**config.mk**
```make
export PLATFORM = sky130hd
export DESIGN_NAME = prog_loader_rom
export DESIGN_NICKNAME = d
export VERILOG_FILES = /design/src/rtl/prog_loader_rom_pkg.sv /design/src/rtl/prog_store.sv /design/src/rtl/prog_loader_rom.sv
export SDC_FILE = /design/constraint.sdc
export NUM_CORES = 1
export LEC_CHECK = 0
export CAP_MARGIN = 0
export CORE_MARGIN = 10
export CORE_UTILIZATION = 45
export CTS_CLUSTER_SIZE = 14
export DETAILED_ROUTE_END_ITERATION = 10
export PLACE_DENSITY = 0.77
export SLEW_MARGIN = 10
export SYNTH_ARGS = -nofsm -noshare
export SYNTH_HDL_FRONTEND = slang
export SYNTH_SLANG_ARGS = --single-unit
```
**constraint.sdc**
```tcl
create_clock -name clk -period 1.8 [get_ports clk]
set_input_delay 0.36 -clock clk [delete_from_list [all_inputs] [get_ports clk]]
set_output_delay 0.36 -clock clk [all_outputs]
set_load 0.005 [all_outputs]
```
**src/rtl/prog_loader_rom_pkg.sv**
```systemverilog
// rtl/prog_loader_rom_pkg.sv - shared widths, NOP and loader state encoding
package prog_loader_rom_pkg;

  localparam int PL_ADDR_W = 4;
  localparam int PL_DEPTH  = 1 << PL_ADDR_W;
  localparam int PL_DATA_W = 8;

  localparam logic [PL_DATA_W-1:0] NOP = 8'h00;

  typedef enum logic [1:0] {
    ST_LOAD,
    ST_RELEASE,
    ST_RUN
  } state_t;

endpackage

```
**src/rtl/prog_store.sv**
```systemverilog
// rtl/prog_store.sv - DEPTH x DATA_W flop program store, async clear, comb read
module prog_store #(
  parameter int ADDR_W = 4,
  parameter int DATA_W = 8,
  parameter int DEPTH  = 16
) (
  input  logic              clk,
  input  logic              n_reset,
  input  logic              we,
  input  logic [ADDR_W-1:0] waddr,
  input  logic [DATA_W-1:0] wdata,
  input  logic [ADDR_W-1:0] raddr,
  output logic [DATA_W-1:0] rdata
);

  logic [DATA_W-1:0] r_mem [DEPTH];

  always_ff @(posedge clk or negedge n_reset) begin
    if (!n_reset) begin
      for (int i = 0; i < DEPTH; i++) begin
        r_mem[i] <= '0;
      end
    end else if (we) begin
      r_mem[waddr] <= wdata;
    end
  end

  assign rdata = r_mem[raddr];

endmodule

```
**src/rtl/prog_loader_rom.sv**
```systemverilog
// rtl/prog_loader_rom.sv - loads the program store while the core is held in reset, then serves fetches
module prog_loader_rom
  import prog_loader_rom_pkg::*;
#(
  parameter int ADDR_W = PL_ADDR_W,
  parameter int DATA_W = PL_DATA_W,
  parameter int DEPTH  = PL_DEPTH
) (
  input  logic              clk,
  input  logic              n_reset,
  input  logic              load_en,
  input  logic              wr_valid,
  input  logic [DATA_W-1:0] wr_data,
  output logic              wr_ready,
  input  logic [ADDR_W-1:0] address,
  output logic [DATA_W-1:0] instr,
  output logic              cpu_n_reset,
  output logic [ADDR_W:0]   wr_ptr,
  output logic [DATA_W-1:0] checksum,
  output logic              running
);

  localparam logic [ADDR_W:0] L_FULL = (ADDR_W+1)'(DEPTH);
  localparam logic [ADDR_W:0] L_ONE  = (ADDR_W+1)'(1);

  state_t            r_state;
  logic [ADDR_W:0]   r_wr_ptr;
  logic [DATA_W-1:0] r_checksum;
  logic              r_cpu_n_reset;
  logic              r_running;

  logic              w_wr_ready;
  logic              w_xfer;
  logic [DATA_W-1:0] w_rdata;

  // Pointer saturates at DEPTH: ready drops, so word 0 is never overwritten.
  assign w_wr_ready = (r_state == ST_LOAD) && (r_wr_ptr < L_FULL);
  assign w_xfer     = wr_valid && w_wr_ready;

  always_ff @(posedge clk or negedge n_reset) begin
    if (!n_reset) begin
      r_state       <= ST_LOAD;
      r_wr_ptr      <= '0;
      r_checksum    <= '0;
      r_cpu_n_reset <= 1'b0;
      r_running     <= 1'b0;
    end else begin
      case (r_state)
        ST_LOAD: begin
          if (w_xfer) begin
            r_wr_ptr   <= r_wr_ptr + L_ONE;
            r_checksum <= r_checksum ^ wr_data;
          end
          if ((r_wr_ptr == L_FULL) || !load_en) begin
            r_state <= ST_RELEASE;
          end
        end
        ST_RELEASE: begin
          r_state       <= ST_RUN;
          r_cpu_n_reset <= 1'b1;
          r_running     <= 1'b1;
        end
        ST_RUN: begin
          if (load_en) begin
            r_state       <= ST_LOAD;
            r_wr_ptr      <= '0;
            r_checksum    <= '0;
            r_cpu_n_reset <= 1'b0;
            r_running     <= 1'b0;
          end
        end
        default: r_state <= ST_LOAD;
      endcase
    end
  end

  prog_store #(
    .ADDR_W (ADDR_W),
    .DATA_W (DATA_W),
    .DEPTH  (DEPTH)
  ) u_store (
    .clk     (clk),
    .n_reset (n_reset),
    .we      (w_xfer),
    .waddr   (r_wr_ptr[ADDR_W-1:0]),
    .wdata   (wr_data),
    .raddr   (address),
    .rdata   (w_rdata)
  );

  assign instr       = (r_state == ST_RUN) ? w_rdata : NOP;
  assign wr_ready    = w_wr_ready;
  assign cpu_n_reset = r_cpu_n_reset;
  assign wr_ptr      = r_wr_ptr;
  assign checksum    = r_checksum;
  assign running     = r_running;

endmodule

```
==> results by group, run 1 <==
Clock network
  – Clock sink total: 144
  – CTS H-Tree Depth: 4
  – Worst skew pair latency: 420 ps
  – Max clock buf depth: 2
  – CTS Buf Count: 17
  – CTS root buffer: clkbuf_16
  – CTS clock-pin slew for the worst setup and hold paths: 60 ps
  – CTS tree: yes

Synthesis
  – Syn Inst Count: 469
  – Syn Nets: 489
  – Post-synthesis xor/xnor area fraction: 0.0133
  – Yosys cell types: 30
  – Top FF cell, synth: dfrtp_1
  – Area share of fa/ha/maj cells after synthesis: 0.00758
  – Post-synth EDFFs: 0
  – Largest family of logic cells by synthesized area: multiplexers
  – YS warnings: 0
  – Share of synthesized flip-flops with an asynchronous set or reset: 1.00
  – Synth Area in Simple Gates: 0.0462
  – Synth Area per Inst: 14.1 sq um
  – Seq/Total Area, Yosys: 0.546
  – Synth Area in Compound Gates: 0.0341
  – Mapped cell area: 6610 sq um
  – Mux share of post-synthesis cell area: 0.331
  – Number of synthesized register bits: 144

Status
  – Status: finished, violations left
  – Violated checks: setup timing

Setup path
  – Crit path required time: 1440 ps
  – Worst Reg-to-Reg Cells: 8
  – WP data arrival: 1880 ps
  – CP Max Fanout: 6
  – Critical path startpoint category: flop
  – RR Endpoint: u_store.r_mem[85]$_DFFE_PN0P_
  – R2R Path Start: r_state[1]$_DFFE_PN0P_
  – Crit path kind: reg -> out
  – CP startpoint: r_state[0]$_DFFE_PN0P_
  – Crit path capture type: output port
  – R2r setup slk: -230 ps

Pwr
  – P per Cell Area: 1400 nW/um^2
  – Worst VDD drop: 0.656 mV
  – Clock share of power: 0.299
  – Sequential share of power: 0.398
  – Switch share: 0.294
  – Pint: 8.63 mW
  – Leak: 4.12 nW
  – Psw: 3.59 mW
  – Logic gate share of total power: 0.303

STA
  – Fin crit share: 1.24
  – Least-Margin Pin Slew: 884 ps
  – Post-route setup slack: -440 ps
  – Worst Clk Skew: 10.6 ps
  – Final min period: 2240 ps
  – Final setup TNS: -24000 ps
  – RSZ-0062 raised after global routing: true
  – Pins Over Slew Limit: 0
  – Relative slew margins: 0.409
  – Highest clock rate: 446 MHz
  – Final Hold Fails: 0
  – WHS: 420 ps
  – Final setup fails: 138

Route
  – Drt wl/cell: 22.3 um
  – DRC Markers: 0
  – Post-Route WL: 17.1 mm
  – Drt pass-1 iters: 5
  – Final ANT Viol Nets: 0
  – Detailed Route Iter0 Violations: 412
  – Vias post-DR: 4447
  – Vias/cell: 5.81

Global routing
  – Congestion Overflow GR: 0
  – Initial antenna violation count: 0
  – Total track usage: 0.163
  – Number of global-route vias before repair: 4678
  – First-pass GRT wire length: 25.6 mm
  – Pin count of the biggest net entering global routing: 39

Final layout
  – N_diodes: 0
  – Fill cells: 986
  – Fraction of layout cells with a size suffix above 1: 0.514
  – Layout Nets: 589
  – Area grow syn2layout: 31.7%
  – Cell area after layout: 8700 sq um

Floorplan
  – Starting Density: 0.456
  – Rows: 44
  – Die W: 141 um
  – Io pins: 40
  – Die area: 19900 sq um
  – Core Area: 14500 sq um
  – Die H: 141 um

Place
  – Placed inst area: 7600 sq um
  – Placer Congestion: 0.873
  – Port Buffers: 39
  – HPWL after detailed placement: 10.6 mm

Worst hold path
  – Worst hold path class: in -> async

Run
  – Max-cap violations: 0
==> what timing repair did <==
action,CTS,global route
endpoints found under the hold margin,33,0
gates resized for setup,99,56
buffers inserted,6,9
gates cloned,2,0
endpoints found under the setup margin,132,140
pin swaps,6,9
hold buffers,1,0
==> how the worst max path moves through the flow <==
stage                                     end  slack (ps)  cells after the start
2_1_floorplan  u_store.r_mem[104]$_DFFE_PN0P_         -20                      5
3_3_place_gp                         instr[4]        -890                      6
3_5_place_dp                         instr[2]        -960                      6
4_1_cts                              instr[6]        -370                      4
5_1_grt                              instr[3]        -500                      7
6_report                             instr[3]        -440                      7
==> through the flow <==
stage | setup slack, ps | utilization | power [mW] | instances
after floorplan | -19.7 | - | 6.61 | 469
after global placement | -894 | 0.525 | 7.67 | 719
after detailed placement | -956 | 0.525 | 7.88 | 719
after CTS | -374 | 0.582 | 11.7 | 759
after global routing | -505 | 0.601 | 12.7 | 766
final | -440 | 0.601 | 12.2 | 766
==> worst max-delay path, cell delays in order (launching register included) <==
cell and delay (ps):
dfrtp_1 400, nand3b_1 190, buf_6 160, a221oi_2 260, buf_4 170, nor3_2 40
a21oi_2 110, buf_2 130
==> flip-flops by register name (all words and copies together) (netlist names) <==
signal	count
u_store.r_mem	128
checksum	8
wr_ptr	5
r_state	2
running	1
==> routing by layer <==
layer | part of all wire | global-route usage | vias up
met5 | 0 | 0 | -
met4 | 0.033 | 0.0755 | 0
met3 | 0.042 | 0.0373 | 44
met2 | 0.53 | 0.275 | 140
met1 | 0.39 | 0.192 | 2346
li1 | - | - | 1917
==> cell usage in the layout (no fill, tap or decap), types with 3 or more instances in the layout <==
master / Yosys / layout
dfrtp_1: 144 / 142
mux2_2: 129 / 126
buf_4: 2 / 39
mux2i_1: 35 / 31
clkdlybuf4s50_1: 0 / 25
mux4_2: 17 / 17
clkbuf_16: 0 / 17
nor2_1: 16 / 15
buf_6: 0 / 14
buf_8: 0 / 12
o21ai_1: 0 / 11
nand2_1: 14 / 11
nand3_4: 0 / 9
buf_2: 7 / 9
xor2_1: 9 / 8
a22oi_1: 9 / 7
buf_12: 0 / 7
inv_1: 4 / 4
nand4_1: 4 / 4
ha_1: 4 / 4
clkinvlp_4: 0 / 4
clkbuf_8: 0 / 4
a221oi_1: 6 / 3
nor2b_1: 4 / 3
a221oi_2: 0 / 3
nand3_2: 1 / 3
mux2_4: 0 / 3
bufinv_16: 0 / 3
==> synthesized netlist by cell type, drive strengths merged, types with 2 or more instances <==
library cell / number / area, sq um
a21oi: 3 / 15.0
a221oi: 6 / 52.6
a22oi: 9 / 67.6
and2: 2 / 12.5
buf: 9 / 50.0
clkbuf: 21 / 78.8
dfrtp: 144 / 3600
ha: 4 / 50.1
inv: 4 / 15.0
mux2: 129 / 1450
mux2i: 35 / 350
mux4: 17 / 383
nand2: 14 / 52.6
nand2b: 2 / 12.5
nand3: 12 / 65.1
nand4: 4 / 25.0
nor2: 16 / 60.1
nor2b: 4 / 25.0
nor3: 3 / 15.0
o21ai: 15 / 75.1
xor2: 9 / 78.8
==> power groups by stage <==
| stage | sequential (mW) | clock (mW) | combinational, mW |
|---|---|---|---|
| 6_report | 4.86 | 3.65 | 3.70 |
| 2_1_floorplan | 4.66 | 0 | 1.95 |
| 3_3_place_gp | 4.77 | 0 | 2.90 |
| 3_5_place_dp | 4.86 | 0 | 3.02 |
| 4_1_cts | 4.82 | 3.65 | 3.28 |
| 5_1_grt | 4.95 | 3.82 | 3.93 |
==> layout make-up <==
class                   instances  area [sq um]  area share
clock buffers                  23           488      0.0561
clock inverters                 9           130      0.0150
inverters                       5          18.8     0.00216
multi-input cells             290          3120       0.359
flip-flops and latches        144          3610       0.414
well taps                     184           230      0.0265
repair buffers                111          1110       0.127
==> logic make-up after synthesis <==
group	after synthesis
buffers and inverters	35
xor gates and xnor gates	10
DFF	144
AOI/OAI and AO/OA	35
muxes	181
adders and majority gates	4
and+or+nand+nor	60
Note: power is estimated with default switching activity, not from simulation.
==> run 2, diff against run 1 <==
- CAP_MARGIN: 0 -> 20
==> results of run 2 <==
Same layout as run 1: the final DEF is identical, and so are final timing and power.
